### config.mk
export PLATFORM = sky130hd
export DESIGN_NAME = seq_det_prog_flat
export DESIGN_NICKNAME = d
export VERILOG_FILES = /design/src/rtl/seq_det_prog_if.sv /design/src/rtl/seq_det_prog.sv /design/src/flat_wrapper.sv
export SDC_FILE = /design/constraint.sdc
export NUM_CORES = 1
export LEC_CHECK = 0
export BUFFER_PORTS_ARGS = -buffer_cell sky130_fd_sc_hd__buf_2
export CORE_MARGIN = 2
export CORE_UTILIZATION = 48
export CTS_BUF_LIST = sky130_fd_sc_hd__clkbuf_16
export CTS_CLUSTER_DIAMETER = 200
export DETAILED_ROUTE_END_ITERATION = 7
export PLACE_DENSITY_LB_ADDON = 0.25
export SYNTH_ARGS = -nofsm -noshare
export SYNTH_HDL_FRONTEND = slang
export SYNTH_SLANG_ARGS = --single-unit
### constraint.sdc
create_clock -name clk -period 1.79 [get_ports clk]
set_input_delay 0.0895 -clock clk [delete_from_list [all_inputs] [get_ports clk]]
set_output_delay 0.0895 -clock clk [all_outputs]
set_load 0.01 [all_outputs]
### src/rtl/seq_det_prog_if.sv
// Serial pattern detector bus: serial data, pattern load, counter control,
// and detector outputs. The master side drives the data/control signals and
// observes the outputs.
interface seq_det_prog_if #(
   parameter int WIDTH = 4,
   parameter int CNT_W = 8
);
   logic             in;
   logic             in_valid;
   logic [WIDTH-1:0] pattern;
   logic             load;
   logic             overlap;
   logic             clr_cnt;
   logic             z;
   logic [CNT_W-1:0] match_cnt;
   logic             cnt_sat;

   modport master (
      output in, in_valid, pattern, load, overlap, clr_cnt,
      input  z, match_cnt, cnt_sat
   );

   modport slave (
      input  in, in_valid, pattern, load, overlap, clr_cnt,
      output z, match_cnt, cnt_sat
   );
endinterface

### src/rtl/seq_det_prog.sv
// Programmable serial sequence detector. Compares the last WIDTH valid bits
// against a loadable pattern and emits a one-cycle registered pulse per
// match, with overlapping or non-overlapping detection and a saturating
// match counter with a sticky saturation flag.
module seq_det_prog #(
   parameter int               WIDTH   = 4,
   parameter int               CNT_W   = 8,
   parameter logic [WIDTH-1:0] RST_PAT = WIDTH'(4'b1001)
) (
   input logic          clk,
   input logic          rst,
   seq_det_prog_if.slave bus
);

   // fill counts 0..WIDTH, so it needs enough bits to hold WIDTH itself
   localparam int               FILL_W   = $clog2(WIDTH + 1);
   localparam logic [FILL_W-1:0] FILL_MAX = FILL_W'(WIDTH);
   localparam logic [FILL_W-1:0] FILL_THR = FILL_W'(WIDTH - 1);
   localparam logic [CNT_W-1:0]  CNT_MAX  = '1;

   logic [WIDTH-1:0]  r_pat;
   logic [WIDTH-1:0]  r_hist;
   logic [FILL_W-1:0] r_fill;
   logic              r_z;
   logic [CNT_W-1:0]  r_cnt;
   logic              r_sat;

   logic [WIDTH-1:0]  w_next_hist;
   logic              w_bit_take;
   logic              w_match;

   // load takes precedence over a data bit on the same edge, so a bit
   // presented together with load is dropped and never evaluated
   assign w_bit_take  = bus.in_valid && !bus.load;
   assign w_next_hist = {r_hist[WIDTH-2:0], bus.in};
   assign w_match     = w_bit_take && (w_next_hist == r_pat) && (r_fill >= FILL_THR);

   // pattern, history and fill tracking
   always_ff @(posedge clk or posedge rst) begin
      if (rst) begin
         r_pat  <= RST_PAT;
         r_hist <= '0;
         r_fill <= '0;
      end else if (bus.load) begin
         r_pat  <= bus.pattern;
         r_hist <= '0;
         r_fill <= '0;
      end else if (bus.in_valid) begin
         r_hist <= w_next_hist;
         // non-overlapping mode forgets all bits that contributed to a match
         if (w_match && !bus.overlap) begin
            r_fill <= '0;
         end else if (r_fill != FILL_MAX) begin
            r_fill <= r_fill + 1'b1;
         end
      end
   end

   // registered match pulse, one cycle after the final pattern bit
   always_ff @(posedge clk or posedge rst) begin
      if (rst) begin
         r_z <= 1'b0;
      end else begin
         r_z <= w_match;
      end
   end

   // saturating match counter; clear beats a coincident increment
   always_ff @(posedge clk or posedge rst) begin
      if (rst) begin
         r_cnt <= '0;
         r_sat <= 1'b0;
      end else if (bus.clr_cnt) begin
         r_cnt <= '0;
         r_sat <= 1'b0;
      end else if (w_match) begin
         if (r_cnt != CNT_MAX) begin
            r_cnt <= r_cnt + 1'b1;
         end
         // flag is raised as the counter lands on all-ones and then sticks
         if (r_cnt >= CNT_MAX - 1'b1) begin
            r_sat <= 1'b1;
         end
      end
   end

   assign bus.z         = r_z;
   assign bus.match_cnt = r_cnt;
   assign bus.cnt_sat   = r_sat;

endmodule

### src/flat_wrapper.sv
// flat-port wrapper written by rule: the top's interface ports become plain ports
module seq_det_prog_flat 
#(
   parameter int               WIDTH   = 4,
   parameter int               CNT_W   = 8,
   parameter logic [WIDTH-1:0] RST_PAT = WIDTH'(4'b1001)
)
  (clk, rst, bus_in, bus_in_valid, bus_pattern, bus_load, bus_overlap, bus_clr_cnt, bus_z, bus_match_cnt, bus_cnt_sat);
  seq_det_prog_if #(.WIDTH(WIDTH), .CNT_W(CNT_W)) bus_i ();
  input logic clk;
  input logic rst;
  input wire logic [$bits(bus_i.in)-1:0] bus_in;
  input wire logic [$bits(bus_i.in_valid)-1:0] bus_in_valid;
  input wire logic [$bits(bus_i.pattern)-1:0] bus_pattern;
  input wire logic [$bits(bus_i.load)-1:0] bus_load;
  input wire logic [$bits(bus_i.overlap)-1:0] bus_overlap;
  input wire logic [$bits(bus_i.clr_cnt)-1:0] bus_clr_cnt;
  output wire logic [$bits(bus_i.z)-1:0] bus_z;
  output wire logic [$bits(bus_i.match_cnt)-1:0] bus_match_cnt;
  output wire logic [$bits(bus_i.cnt_sat)-1:0] bus_cnt_sat;
  assign bus_i.in = bus_in;
  assign bus_i.in_valid = bus_in_valid;
  assign bus_i.pattern = bus_pattern;
  assign bus_i.load = bus_load;
  assign bus_i.overlap = bus_overlap;
  assign bus_i.clr_cnt = bus_clr_cnt;
  assign bus_z = bus_i.z;
  assign bus_match_cnt = bus_i.match_cnt;
  assign bus_cnt_sat = bus_i.cnt_sat;
  seq_det_prog #(.WIDTH(WIDTH), .CNT_W(CNT_W), .RST_PAT(RST_PAT)) u_core (.clk(clk), .rst(rst), .bus(bus_i));
endmodule
==> results.ini, run 1 <==
[hold_path]
min_to=u_core.r_pat[1]$_DFFE_PP0P_
hold_depth=2
hp-start=bus_pattern[1]
hold_class=in -> reg

[timing]
rsz0062_at_grt=no
finalCritPeriodShare=0.9658
timing.slew.headroom=0.5111
worst_pin_slew_ns=0.7325
setup_slack_ns=0.06115
hold_viol=0
setup_viol=0
drv_slew=0
fmax_mhz=578.4
fin_crit_ns=1.729
fin_skew_ns=0.001832

[logic_synthesis]
synth.distinct_cells=36
ys_seq_area_frac=0.4532
syn_area_mm2=0.001110
syn_nets=123
synth_warnings=0
synth.largest_area_cell=dfrtp_1
synth_area_leaders=dfrtp_1 (41%), mux2_2 (6.1%), ha_1 (5.6%)
synth_top_area_frac=0.4059
avgSynthCellArea_um2=10.37
ys_seq_elements=20
synthCells=107

[floorplanning]
io_pins=21
num_rows=17
die_y_um=52.09
start_util=0.5066
dieArea_mm2=0.002713
dieWidth_um=52.09
core_area_mm2=0.002191

[clock_network]
cts.clk_slew.worst_paths_ns=0.05
tritoncts=done
cts_made_buffers=3
cts-root-buf=clkbuf_16
clk_latency_ns=0.25
clock_path_buffers=2
clock_sinks=20
cts_max_level=1

[detailed_routing]
antenna_left=0
vias=949
dr.first_iter.drc_count=15
first_pass_iters=4
via_per_inst=5.649
drc=0
avgRoutedWirePerCell_um=14.37
wl_um=2414

[cells_and_area]
drive_gt1_frac=0.3571
area_growth_pct=27.73
multi_input_area_um2=566.8
finalNetCount=157
diodes=0
seqCellArea_um2=503.0
fill_cells=176

[job]
maxCapViolations=0

[power_and_ir_drop]
finalPower_mw=1.055
power.leakage_nw=0.6923
power.switching_mw=0.2299
sw_frac_of_total=0.2179
clkPwrFrac=0.433
comb_power_share=0.109
p_int_mw=0.8252
ir_drop_mv=0.7537
power_density_mw_per_mm2=744.3
p_seq_frac=0.458

[setup_path]
cp-start-kind=flop
worstPathRequired_ns=1.95
reg2reg_slack_ns=0.06
setup.worst_path.class=reg -> reg
crit_fanout=4
cp-startpoint=u_core.r_fill[0]$_DFFE_PP0P_
arrival_ns=1.89
cp-end-kind=flop
r2r_start=u_core.r_fill[0]$_DFFE_PP0P_
reg2reg_depth=7
r2r-end=u_core.r_fill[1]$_DFFE_PP0P_

[global_routing]
antenna_found_initial=0
grt_pass1_vias=969
overflow=0
track_usage=0.2157
grt_pass1_wl_um=4209
grt_max_degree=21

[place]
portBuffers=20
pre_cts_ws_ns=-0.04977
gp_routability_congestion=0.8919
hpwl_um=1818

[status]
status=complete, no violations

[synth_stat cells]
cell type,n
nand4_1,2
buf_6,1
a211o_1,2
nor2b_1,1
o21ai_0,2
and3_2,1
clkbuf_1,3
buf_2,1
a31oi_1,5
mux2i_1,4
a311oi_1,1
mux2_2,6
and4_1,2
nor3b_1,1
nand3_1,3
nor2_1,11
dfrtp_1,18
nand2b_1,1
a21bo_2,1
o2111a_1,1
dfstp_2,2
a21oi_1,3
o31ai_1,1
or4_1,1
nor3_1,4
nand2_1,1
nand3b_1,1
a31o_2,1
o32ai_1,1
a211oi_1,5
ha_1,5
nor4b_1,1
and3_1,2
o21a_1,1
xnor2_1,4
inv_1,7
[power by group through the flow]
| stage | clock [mW] | sequential, mW | combinational, mW |
|---|---|---|---|
| 2_1_floorplan | 0 | 0.491 | 0.0711 |
| 3_3_place_gp | 0 | 0.490 | 0.107 |
| 3_5_place_dp | 0 | 0.492 | 0.112 |
| 4_1_cts | 0.470 | 0.484 | 0.116 |
| 5_1_grt | 0.483 | 0.487 | 0.128 |
| 6_report | 0.457 | 0.483 | 0.115 |
[what timing repair did]
item / 4_1_cts / 5_1_grt
endpoints found under the setup margin: 3 / 8
buffers inserted: 0 / 1
gates resized for setup: 4 / 0
pin swaps: 0 / 1
hold buffers: 1 / 0
hold endpoints to repair: 18 / 0
[worst max-delay path: stages (launching register included)]
cell	delay, ns
dfrtp_1	0.38
ha_1	0.20
ha_1	0.17
a211o_1	0.30
nand4_1	0.18
buf_4	0.15
nor3_1	0.06
nor3_1	0.19
[how the worst max path moves through the flow]
stage	to	slack [ns]	cells after the start
after floorplan	u_core.bus.match_cnt[4]$_DFFE_PP0P_	0.01	7
final	u_core.r_fill[1]$_DFFE_PP0P_	0.06	7
after CTS	u_core.bus.match_cnt[4]$_DFFE_PP0P_	0.002	6
after global placement	u_core.bus.match_cnt[4]$_DFFE_PP0P_	0.06	6
after detailed placement	u_core.bus.match_cnt[1]$_DFFE_PP0P_	-0.05	6
after global routing	u_core.bus.match_cnt[5]$_DFFE_PP0P_	0.002	6
[cell type report]
| cell class | count | area share |
|---|---|---|
| Multi-Input combinational cell | 75 | 0.3998 |
| Sequential cell | 20 | 0.3548 |
| Timing Repair Buffer | 34 | 0.1465 |
| Clock buffer | 3 | 0.05296 |
| Tap cell | 28 | 0.02471 |
| Inverter | 7 | 0.01853 |
| Clock inverter | 1 | 0.002648 |
[cell usage in the layout (no fill, tap or decap), types with 2 or more instances in the layout]
master and instances:
a31oi_1 5, inv_1 8, nor3_1 4, xnor2_1 4, mux2_2 6, ha_1 5, mux2i_1 4, a211o_1 2
nor2_1 11, dfstp_2 2, o21ai_0 2, nand3_1 3, buf_2 20, a211oi_1 4, buf_4 13, nand4_1 2
dfrtp_1 18, and3_1 2, clkbuf_16 3, a21oi_1 3
[cells by family after synthesis]
logic type | count (synthesis) | synth area share
AO/OA/AOI/OAI | 24 | 0.1567
XOR/XNOR | 4 | 0.03156
adder cells (fa/ha/maj) | 5 | 0.05637
buffers and inverters | 12 | 0.04848
flip-flops | 20 | 0.4532
multiplexers | 10 | 0.09695
AND/OR/NAND/NOR | 32 | 0.1567
[through the flow]
stage	hold WS [ns]	instances	area (µm²)	TNS (ns)	util
finish	0.06887	168	1418	0	0.6471
global route	0.07501	168	1418	0	0.6471
CTS	0.06669	167	1410	0	0.6436
detailed placement	0.2612	162	1308	-0.1229	0.5968
global placement	0.2591	162	1308	0	0.5968
floorplan	0.05185	107	1110	0	-
[sequential cells by signal, summed over array words and instances (netlist names)]
register and flops:
u_core.bus.cnt_sat 1, u_core.r_fill 3, u_core.r_hist 3, u_core.r_pat 4
u_core.bus.z 1, u_core.bus.match_cnt 8
[metal layers]
| layer | wire length, µm | share of wire | up-vias | track usage |
|---|---|---|---|---|
| li1 | - | - | 460 | - |
| met1 | 1070 | 0.44 | 464 | 0.2574 |
| met2 | 1201 | 0.50 | 17 | 0.3523 |
| met3 | 73 | 0.030 | 8 | 0.06322 |
| met4 | 68 | 0.028 | 0 | 0.1053 |
| met5 | 0 | 0 | - | 0 |
(Power assumes the default switching activity.)
==> run 2, diff against run 1 <==
--- a/config.mk
+++ b/config.mk
@@ -12,6 +12,7 @@
 export CTS_CLUSTER_DIAMETER = 200
 export DETAILED_ROUTE_END_ITERATION = 7
 export PLACE_DENSITY_LB_ADDON = 0.25
+export RECOVER_POWER = 25
 export SYNTH_ARGS = -nofsm -noshare
 export SYNTH_HDL_FRONTEND = slang
 export SYNTH_SLANG_ARGS = --single-unit
==> results.ini, run 2 (synthesis results as in run 1) <==
[hold_path]
hp-start=bus_pattern[1]
min_to=u_core.r_pat[1]$_DFFE_PP0P_
hold_depth=2  ; unchanged
hold_class=in -> reg

[cells_and_area]
fin_cells=168  ; unchanged
seqCellArea_um2=503.0  ; unchanged
diodes=0  ; unchanged
finalNetCount=157  ; unchanged
largest_reg_flops=8  ; unchanged
mostFrequentLayoutCell=dfrtp_1
multi_input_area_um2=566.8  ; unchanged
fill_cells=180  ; +2.3%
area_growth_pct=27.28
final_cell_mix=dfrtp_1 (18), buf_2 (16), buf_4 (13), nor2_1 (11), inv_1 (8)
drive_gt1_frac=0.3143  ; -0.04286

[power_and_ir_drop]
sw_frac_of_total=0.2182  ; +0.0002585
p_int_mw=0.8235  ; -0.20%
power.leakage_nw=0.6735  ; -2.7%
ir_drop_mv=0.7495  ; -0.55%
power_density_mw_per_mm2=745.7  ; +0.19%
p_seq_frac=0.457  ; about the same
clkPwrFrac=0.434  ; about the same
comb_power_share=0.109  ; about the same
power.switching_mw=0.2298  ; about the same

[global_routing]
antenna_found_initial=0  ; unchanged
grt_max_degree=21  ; unchanged
track_usage=0.2157  ; unchanged
grt_pass1_wl_um=4209  ; unchanged
overflow=0  ; unchanged
grt_pass1_vias=969  ; unchanged

[clock_network]
cts_made_buffers=3  ; unchanged
clock_sinks=20  ; unchanged
clk_latency_ns=0.25  ; about the same
cts.clk_slew.worst_paths_ns=0.05  ; about the same
cts_max_level=1  ; unchanged
tritoncts=done
cts-root-buf=clkbuf_16
clock_path_buffers=2  ; unchanged

[timing]
fin_crit_ns=1.729  ; unchanged
timing.slew.headroom=0.5099  ; -0.001277
fmax_mhz=578.4  ; unchanged
finalSetupTns_ns=0  ; unchanged
worst_pin_slew_ns=0.7344  ; +0.001913 ns
fin_skew_ns=0.001901  ; +0.00006975 ns
drv_slew=0  ; unchanged
setup_slack_ns=0.06115  ; unchanged
finalCritPeriodShare=0.9658  ; unchanged
rsz0062_at_grt=no
hold_viol=0  ; unchanged
setup_viol=0  ; unchanged

[setup_path]
crit_fanout=4  ; unchanged
crit_slowest_cell=dfrtp_1
path_cells=ha_1, ha_1, a211o_1, nand4_1, buf_4, nor3_1, nor3_1
worstPathRequired_ns=1.95  ; about the same
r2r_start=u_core.r_fill[0]$_DFFE_PP0P_
reg2reg_depth=7  ; unchanged
r2r-end=u_core.r_fill[1]$_DFFE_PP0P_
reg2reg_slack_ns=0.06  ; about the same
max_stage_delay_ns=0.38  ; about the same
cp-start-kind=flop
arrival_ns=1.89  ; about the same
setup.worst_path.class=reg -> reg
cp-end-kind=flop

[status]
status=complete, no violations

[job]
maxCapViolations=0  ; unchanged

[detailed_routing]
vias=948  ; -0.11%
drc=0  ; unchanged
dr.first_iter.drc_count=14  ; -1
antenna_left=0  ; unchanged
first_pass_iters=3  ; -1
via_per_inst=5.643  ; -0.11%
wl_um=2419  ; +0.21%
avgRoutedWirePerCell_um=14.40  ; +0.21%

[floorplanning]
die_y_um=52.09  ; unchanged
start_util=0.5066  ; unchanged
num_rows=17  ; unchanged
dieWidth_um=52.09  ; unchanged
io_pins=21  ; unchanged
core_area_mm2=0.002191  ; unchanged
dieArea_mm2=0.002713  ; unchanged

[place]
gp_routability_congestion=0.8919  ; unchanged
hpwl_um=1818  ; unchanged
dp_cells=162  ; unchanged
pre_cts_ws_ns=-0.04977  ; unchanged
portBuffers=20  ; unchanged

==> run 2: per-layer routing <==
layer	up-vias	GRT usage	wire, µm	share of wire
li1	460	-	-	-
met1	463	0.2574	1073	0.44
met2	17	0.3523	1202	0.50
met3	8	0.06322	74	0.031
met4	0	0.1053	68	0.028
met5	-	0	0	0
==> run 2: per-stage QoR <==
| stage | utilization | power, mW | area (µm²) | hold WS (ns) |
|---|---|---|---|---|
| finish | 0.6448 | 1.053 | 1413 | 0.06886 |
| global route | 0.6448 | 1.096 | 1413 | 0.07505 |
| CTS | 0.6436 | 1.069 | 1410 | 0.06669 |
| detailed placement | 0.5968 | 0.6033 | 1308 | 0.2612 |
| global placement | 0.5968 | 0.5977 | 1308 | 0.2591 |
| floorplan | - | 0.5624 | 1110 | 0.05185 |
==> run 2: critical path, delay by kind of cell, from the launching register on <==
| kind | cells | cell delay, ns |
|---|---|---|
| and+or+nand+nor | 3 | 0.43 |
| DFF | 1 | 0.38 |
| adders and majority gates | 2 | 0.37 |
| AOI/OAI and AO/OA | 1 | 0.30 |
| buffers and inverters | 1 | 0.15 |
==> run 2: area by class of cell <==
class	instances	share of cell area
multi-input combinational	75	0.4012
sequential	20	0.3561
timing repair buffer	34	0.1435
clock buffer	3	0.05314
tap	28	0.02480
inverter	7	0.01860
clock inverter	1	0.002657
==> run 2: worst max path at each step <==
stage                                             from                                   to
after CTS                 u_core.r_fill[0]$_DFFE_PP0P_  u_core.bus.match_cnt[4]$_DFFE_PP0P_
after floorplan           u_core.r_fill[0]$_DFFE_PP0P_  u_core.bus.match_cnt[4]$_DFFE_PP0P_
after global placement    u_core.r_fill[0]$_DFFE_PP0P_  u_core.bus.match_cnt[4]$_DFFE_PP0P_
final                     u_core.r_fill[0]$_DFFE_PP0P_         u_core.r_fill[1]$_DFFE_PP0P_
after detailed placement  u_core.r_fill[0]$_DFFE_PP0P_  u_core.bus.match_cnt[1]$_DFFE_PP0P_
after global routing      u_core.r_fill[0]$_DFFE_PP0P_  u_core.bus.match_cnt[5]$_DFFE_PP0P_
==> run 2: repair_timing <==
item,CTS,global route
endpoints found under the setup margin,3,8
pin swaps,0,1
hold buffers,1,0
gates resized for setup,4,0
hold endpoints to repair,18,0
setup buffers,0,1
==> run 2: power groups by stage <==
stage          logic [mW]  clock network, mW  registers, mW
2_1_floorplan      0.0711                  0          0.491
5_1_grt             0.128              0.483          0.485
4_1_cts             0.116              0.470          0.484
3_3_place_gp        0.107                  0          0.490
3_5_place_dp        0.112                  0          0.492
6_report            0.115              0.457          0.482
